===== src/rtl/vsng.sv =====
// vsng - variable-precision stochastic number generator.
//
// Converts a W-bit unsigned value into a unipolar stochastic bitstream of
// length 2^k. Each bit compares the value against a bit-reversed
// (van der Corput) counter. Every power-of-two prefix of the stream is
// therefore an exact lower-precision encoding, so a consumer may stop
// early and still hold a valid result.
//
// Optional feature macro: VSNG_ONES_CNT_EN adds the `ones` output, which
// counts the transferred 1-bits of the current or most recent stream.
//
// Ports:
//   clk      in   clock, rising edge
//   rst_n    in   synchronous active-low reset
//   start    in   request a new stream (accepted when start && ready)
//   x_in     in   W-bit value, sampled on acceptance
//   len_log  in   log2 of stream length, sampled on acceptance (clamped to W)
//   halt     in   early termination; acts only while a stream runs
//   ready    out  idle, able to accept start
//   Z        out  stream bit, meaningful while z_valid
//   z_valid  out  stream bit presented
//   z_ready  in   consumer accepts the presented bit
//   last     out  presented bit is the final bit of the stream
//   count    out  bits transferred in the current or most recent stream
//   ones     out  (VSNG_ONES_CNT_EN only) 1-bits transferred in that stream
module vsng #(
  parameter int W  = 8,
  parameter int LW = $clog2(W + 1)
) (
  input  logic          clk,
  input  logic          rst_n,
  input  logic          start,
  input  logic [W-1:0]  x_in,
  input  logic [LW-1:0] len_log,
  input  logic          halt,
  output logic          ready,
  output logic          Z,
  output logic          z_valid,
  input  logic          z_ready,
  output logic          last,
`ifdef VSNG_ONES_CNT_EN
  output logic [W:0]    ones,
`endif
  output logic [W:0]    count
);

  typedef enum logic {IDLE, RUN} state_t;

  state_t          state, state_nxt;
  logic [W-1:0]    x_reg;
  logic [LW-1:0]   k_reg;
  logic [W-1:0]    cnt;
  logic [W-1:0]    cnt_rev;
  logic [W:0]      end_cnt;
  logic            cnt_at_end;
  logic            xfer;
  logic            accept;

  function automatic logic [W-1:0] bit_rev(input logic [W-1:0] v);
    logic [W-1:0] r;
    for (int i = 0; i < W; i++) r[i] = v[W-1-i];
    return r;
  endfunction

  function automatic logic [LW-1:0] clamp_len(input logic [LW-1:0] l);
    if (l > LW'(W)) return LW'(W);
    return l;
  endfunction

  assign cnt_rev    = bit_rev(cnt);
  // Index of the final bit, 2^k - 1; one bit wider so k = W still fits.
  assign end_cnt    = ((W+1)'(1) << k_reg) - (W+1)'(1);
  assign cnt_at_end = ({1'b0, cnt} == end_cnt);

  always_comb begin
    state_nxt = state;
    ready     = 1'b0;
    Z         = 1'b0;
    z_valid   = 1'b0;
    last      = 1'b0;
    xfer      = 1'b0;
    accept    = 1'b0;
    case (state)
      IDLE: begin
        ready  = 1'b1;
        accept = start;
        if (start) state_nxt = RUN;
      end
      RUN: begin
        Z       = (cnt_rev < x_reg);
        // Halt withdraws the presented bit in the same cycle.
        z_valid = !halt;
        last    = !halt && cnt_at_end;
        xfer    = z_valid && z_ready;
        if (halt)              state_nxt = IDLE;
        else if (xfer && last) state_nxt = IDLE;
      end
      default: state_nxt = IDLE;
    endcase
  end

  always_ff @(posedge clk) begin
    if (!rst_n) begin
      state <= IDLE;
      x_reg <= '0;
      k_reg <= '0;
      cnt   <= '0;
      count <= '0;
`ifdef VSNG_ONES_CNT_EN
      ones  <= '0;
`endif
    end else begin
      state <= state_nxt;
      if (accept) begin
        x_reg <= x_in;
        k_reg <= clamp_len(len_log);
        cnt   <= '0;
        count <= '0;
`ifdef VSNG_ONES_CNT_EN
        ones  <= '0;
`endif
      end else if (xfer) begin
        // Hold cnt on the final bit so it never wraps at k = W.
        if (!last) cnt <= cnt + W'(1);
        count <= count + (W+1)'(1);
`ifdef VSNG_ONES_CNT_EN
        ones  <= ones + {{W{1'b0}}, Z};
`endif
      end
    end
  end

endmodule


===== config.mk =====
export PLATFORM = sky130hd
export DESIGN_NAME = vsng
export DESIGN_NICKNAME = d
export VERILOG_FILES = /design/src/rtl/vsng.sv
export SDC_FILE = /design/constraint.sdc
export NUM_CORES = 1
export LEC_CHECK = 0
export CORE_MARGIN = 10
export CORE_UTILIZATION = 45
export DETAILED_ROUTE_END_ITERATION = 8
export GPL_TIMING_DRIVEN = 1
export HOLD_SLACK_MARGIN = 0.15
export PLACE_DENSITY = 0.75
export SLEW_MARGIN = 0
export SYNTH_ARGS = -nofsm -noshare
export SYNTH_HDL_FRONTEND = slang
export SYNTH_SLANG_ARGS = --single-unit

===== constraint.sdc =====
create_clock -name clk -period 6.45 [get_ports clk]
set_input_delay 1.935 -clock clk [delete_from_list [all_inputs] [get_ports clk]]
set_output_delay 1.935 -clock clk [all_outputs]
set_load 0.005 [all_outputs]

Yosys cells after proc, flatten, opt, wreduce, memory -nomap -nowiden
Index checks and enable logic that the tools add are counted.
{"block": "word_totals", "register_bits": 30, "latchBits": 0, "ram_bits": 0, "rom_bits": 0, "in_bits": 17, "elab_cells": 36, "mem_count": 0}
{"block": "op_classes", "addsub": 3, "multipliers": 0, "div_mod_pow": 0, "n_lt_le_gt_ge": 2, "eq_ne": 1, "shifts": 1, "n_mux": 15, "bitwise": 3, "n_reduce_logical": 6}
{"cell": "2-to-1 mux 1 bit", "n": 12}
{"cell": "adder 9 x 1 -> 9 bit, second input constant", "n": 1}
{"cell": "equality test 8 x 9 -> 1 bit", "n": 1}
{"cell": "<< shifter 1 x 4 -> 9 bit, first input constant", "n": 1}
{"cell": "subtractor 9 x 2 -> 9 bit, second input constant", "n": 1}
{"cell": "adder 8 x 1 -> 8 bit, second input constant", "n": 1}
{"cell": "< comparator 8 bit", "n": 1}
{"cell": "2-to-1 mux 4 bit", "n": 2}
{"cell": "> comparator 4 bit, second input constant", "n": 1}
{"cell": "logical AND 1 bit", "n": 3}
{"cell": "inverter 1 bit", "n": 3}
{"cell": "case mux 1 bit (2 select lines)", "n": 1}
{"cell": "AND reduction 2 bit", "n": 1}
{"cell": "OR reduction 2 bit", "n": 1}
{"cell": "logical NOT 1 bit", "n": 1}

Depth between registers and ports, before layout
{"block": "depth", "word_depth": 8, "mapped_depth": 11}

Least setup slack after synthesis
No wires, ideal clock.
{"block": "synth_timing", "path_kind": "input-to-output", "startpoint": "input halt", "endpoint": "output last", "arrival_ns": 2.308, "setup_slack_ns": 2.207, "path_stages": 2, "n_path_buf": 0, "path_cell_list": "and2b_1 and3_1"}
{"block": "synth_via", "elab_chain_cells": 3}
{"element": "start: declaration", "line": "35", "source": "input logic halt,"}
{"element": "logical NOT 1 bit", "line": "93", "source": "last = !halt && cnt_at_end;"}
{"element": "logical AND 1 bit", "line": "93"}
{"element": "2-to-1 mux 1 bit", "line": "83", "source": "case (state)"}
{"element": "end: declaration", "line": "40", "source": "output logic last,"}
Every way passes these cells.

Worst setup path after layout
{"block": "layout_timing", "startpoint": "register k_reg[1]", "endpoint": "output last"}
{"block": "layout_via", "elab_chain_cells": 5}
{"element": "start: declaration", "line": "51", "source": "logic [LW-1:0] k_reg;"}
{"element": "start signal: assignment", "line": "116", "source": "k_reg <= clamp_len(len_log);"}
{"element": "<< shifter 1 x 4 -> 9 bit", "line": "72", "source": "assign end_cnt = ((W+1)'(1) << k_reg) - (W+1)'(1);"}
{"element": "subtractor 9 x 2 -> 9 bit", "line": "72"}
{"element": "equality test 8 x 9 -> 1 bit", "line": "73", "source": "assign cnt_at_end = ({1'b0, cnt} == end_cnt);"}
{"element": "logical AND 1 bit", "line": "93"}
{"element": "2-to-1 mux 1 bit", "line": "83"}
Every way passes these cells.

==> results by group <==
Pwr
  • Leakage: between 0.0007 and 0.0008 uW
  • Combinational Power Share: approximately a fifth
  • Sw Share: a little over a quarter
  • Sw power: around 110 uW
  • Pint: 302 uW
  • Sequential Power Share: between 40% and 50%
  • Max VDD drop: between 0.15 and 0.2 mV
  • Clk network pwr share: 33.6%
  • Pwr dens: between 150 and 200 nW/um^2

Layout
  • Area Overhead vs Synth: 18.3%
  • Max FFs per register: 9
  • Final nets: ~290
  • Fraction of layout cells with a size suffix above 1: between 6 and 7%
  • ANT cells: 0

Clock tree
  • Clock Path Buffers: 2
  • Total CTS buffers: 5
  • Later-pin clock latency in the skew report: approximately 280 ps
  • Root Buffer: clkbuf_8
  • Post-CTS resize count: 0
  • Clock sink total: 30
  • Clk slew on worst S/H paths: around 60 ps
  • Cts hold-fix bufs: 0
  • H-tree depth: 2
  • CTS tree: yes
  • Total setup buffers inserted after CTS: 0

STA
  • Tightest Pin Transition: 933 ps
  • Final Cycle Share: about four fifths
  • Final setup TNS: 0 ps
  • RSZ-0062 raised after global routing: false
  • Tmin final: between 5000 and 6000 ps
  • Slew HR: ~38%
  • Fmax achieved: ~190 MHz
  • Worst hold margin: 469 ps
  • Pins Over Slew Limit: 0
  • Final setup viols: 0
  • Clock skew: 2.85 ps
  • Fin. Hold Viols: 0

GRT
  • Total grt overflow: 0
  • Number of global-route vias before repair: between 1.5k and 2k
  • Initial antenna violation count: 0
  • Gr usage total: between 10 and 15%
  • First-pass GRT wire length: 7130 um
  • Largest net degree at the start of global routing: 19

Hold path
  • Hold Path Sink: x_reg[1]
  • Hold_sp: x_reg[1]
  • Hold Path Class: reg2reg
  • Hold path cells: 2

Detailed routing
  • Top routing layer used: met4
  • DR WL/cell: around 13 um
  • DR vias/cell: 5.46
  • DRT Wirelength: around 4000 um
  • DRT iter0 DRCs: 80
  • DRT Pass-1 Iters: 4
  • Met2 routed WL: between 1500 and 2000 um
  • Met3 wire len: ~250 um
  • Via Count: roughly 1.7k
  • ANT nets after route: 0
  • Met1 WL: around 1900 um
  • Drt drc: 0

Logic synthesis
  • Synth top area share: 30.9%
  • Yosys warnings: 0
  • Netlist Area Pre-Place: between 1500 and 2000 sq um
  • Synth area leaders: dfxtp_1 31%, nand2_1 8.1%, ha_1 6.4%
  • Syn nets: about 260
  • Synth cell types: 54
  • Post-synthesis sequential area ratio: 30.9%
  • Synth Area per Inst: about 8.2 sq um
  • Number of synthesized register bits: 30
  • Top FF cell, synth: dfxtp_1
  • Post-synth ARST share: 0%
  • Synthesized instance count: roughly 240
  • Leading area contributor after synthesis: dfxtp_1
  • EDFF count, synth: 0

Setup path
  • Crit. End Element: output pin
  • Critical path depth: 10
  • Setup CP Type: reg2out
  • R2R cell count: 10
  • CP Max Fanout: 18
  • Maximum single-stage delay on the critical path: a little over 600 ps
  • Cell family with most CP delay: simple AND/OR/NAND/NOR gates
  • Reg2reg end: cnt[5]
  • Number of buffers and inverters on the critical path: 2
  • Startpoint types: flop
  • Reg2reg start: k_reg[1]
  • Worst Path Required: about 4500 ps
  • Slowest cell on crit path: dfxtp_1
  • FF-to-FF setup slack: ~3500 ps
  • CP Data Arrival Time: 3290 ps
  • Critical Path, Cell by Cell: nor2_2 > nand3_1 > ha_1 > and2_1 > o21ai_1 > a21oi_1 > nor4bb_1 > buf_4 > and3_1 > clkdlybuf4s50_1

Placement
  • DPL Wire Length: a little over 3000 um
  • Port Buffers: 29
  • Routability cong.: roughly 0.77

Run status
  • Outcome: completed

Floorplanning
  • Die area: roughly 7300 sq um
  • Num rows: 23
  • Starting Density: ~47%
  • Die height: 85.7 um
  • Core region area: roughly 4000 sq um
  • Ports: 30
  • Chip width: 85.7 um

Flow run
  • Max-Cap Viols: 0
[synth_stat cells (all sizes together), types with 2 or more instances]
cell type,number
nand2,42
dfxtp,30
inv,14
a21boi,13
nor2,12
o21ai,12
ha,10
a21oi,9
buf,9
mux2i,8
nand2b,8
xor2,6
a31oi,4
clkbuf,4
nand3b,4
nand4,4
nor2b,4
a2111oi,3
a211oi,3
a311oi,3
and2,3
and3,3
nand3,3
a21o,2
nand4bb,2
nor4,2
or2,2
or3,2
xnor2,2
[power groups by stage]
stage	Sequential [uW]	Clock (uW)	Combinational (uW)
floorplan	197	0	58.9
global placement	200	0	76.4
detailed placement	201	0	77.7
CTS	196	144	78.0
global route	197	148	87.3
finish	196	139	77.9
[area by class of cell]
cell class | count | area (sq um)
clock buffer | 7 | 76.3
fill | 372 | 1790
inverter | 14 | 52.6
multi-input combinational | 179 | 1210
sequential | 30 | 601
tap | 50 | 62.6
timing repair buffer | 30 | 298
[cells in the final DEF, fill, tap and decap left out, types with 2 or more instances in the layout]
cell | Yosys | final
a2111oi_2 | 3 | 3
a211oi_1 | 3 | 3
a21boi_0 | 12 | 12
a21o_1 | 2 | 2
a21oi_1 | 8 | 8
a311oi_1 | 3 | 3
a31oi_1 | 3 | 3
and2_1 | 3 | 3
and3_1 | 3 | 3
clkbuf_1 | 4 | 2
clkbuf_8 | 0 | 5
clkdlybuf4s50_1 | 0 | 29
dfxtp_1 | 30 | 30
ha_1 | 10 | 10
inv_1 | 13 | 13
mux2i_1 | 8 | 8
nand2_1 | 42 | 42
nand2b_1 | 8 | 8
nand3_1 | 3 | 3
nand3b_1 | 4 | 4
nand4_1 | 4 | 4
nand4bb_1 | 2 | 2
nor2_1 | 11 | 11
nor2b_1 | 4 | 4
o21ai_0 | 8 | 8
o21ai_1 | 3 | 3
or3_1 | 2 | 2
xnor2_1 | 2 | 2
xor2_1 | 6 | 6
[how the worst max path moves through the flow]
stage                  start  endpoint
finish              k_reg[1]      last
global route        k_reg[1]      last
CTS                 k_reg[1]      last
detailed placement      halt      last
global placement        halt      last
floorplan               halt      last
[routing by layer]
metal | vias to the layer above | track usage, %
met4 | 0 | 4.04
met2 | 26 | 18.5
li1 | 878 | -
met3 | 4 | 4.73
met1 | 784 | 13.5
met5 | - | 0
[worst reg2reg max path, cell delays in order (launching register included)]
cell and delay, ps:
dfxtp_1 620, nor2_2 130, nand3_1 110, ha_1 500, nand4bb_1 200, a31oi_1 90, a311oi_1 300, nor4bb_1 110
buf_4 190, a2111oi_2 390, mux2i_1 230
[per-stage QoR]
stage          setup slack (ps)  total power, uW  util [%]  std cells  area [sq um]
3_5_place_dp               1300              278      54.3        303          2220
4_1_cts                    1250              419      56.2        310          2300
2_1_floorplan              2210              256         -        236          1940
6_report                   1220              413      56.2        310          2300
3_3_place_gp               1300              277      54.3        303          2220
5_1_grt                     948              433      56.2        310          2300
[kinds of logic (layout without fill, tap and decap cells)]
group / count (synthesis) / in the layout / synth area share [%]
compound gates: 57 / 57 / 22.4
xor+xnor: 8 / 8 / 3.61
fa+ha+maj: 10 / 10 / 6.45
buf+inv: 27 / 51 / 6.90
flops: 30 / 30 / 30.9
mux: 8 / 8 / 4.13
simple gates: 96 / 96 / 25.5
Note: power is estimated with default switching activity, not from simulation.
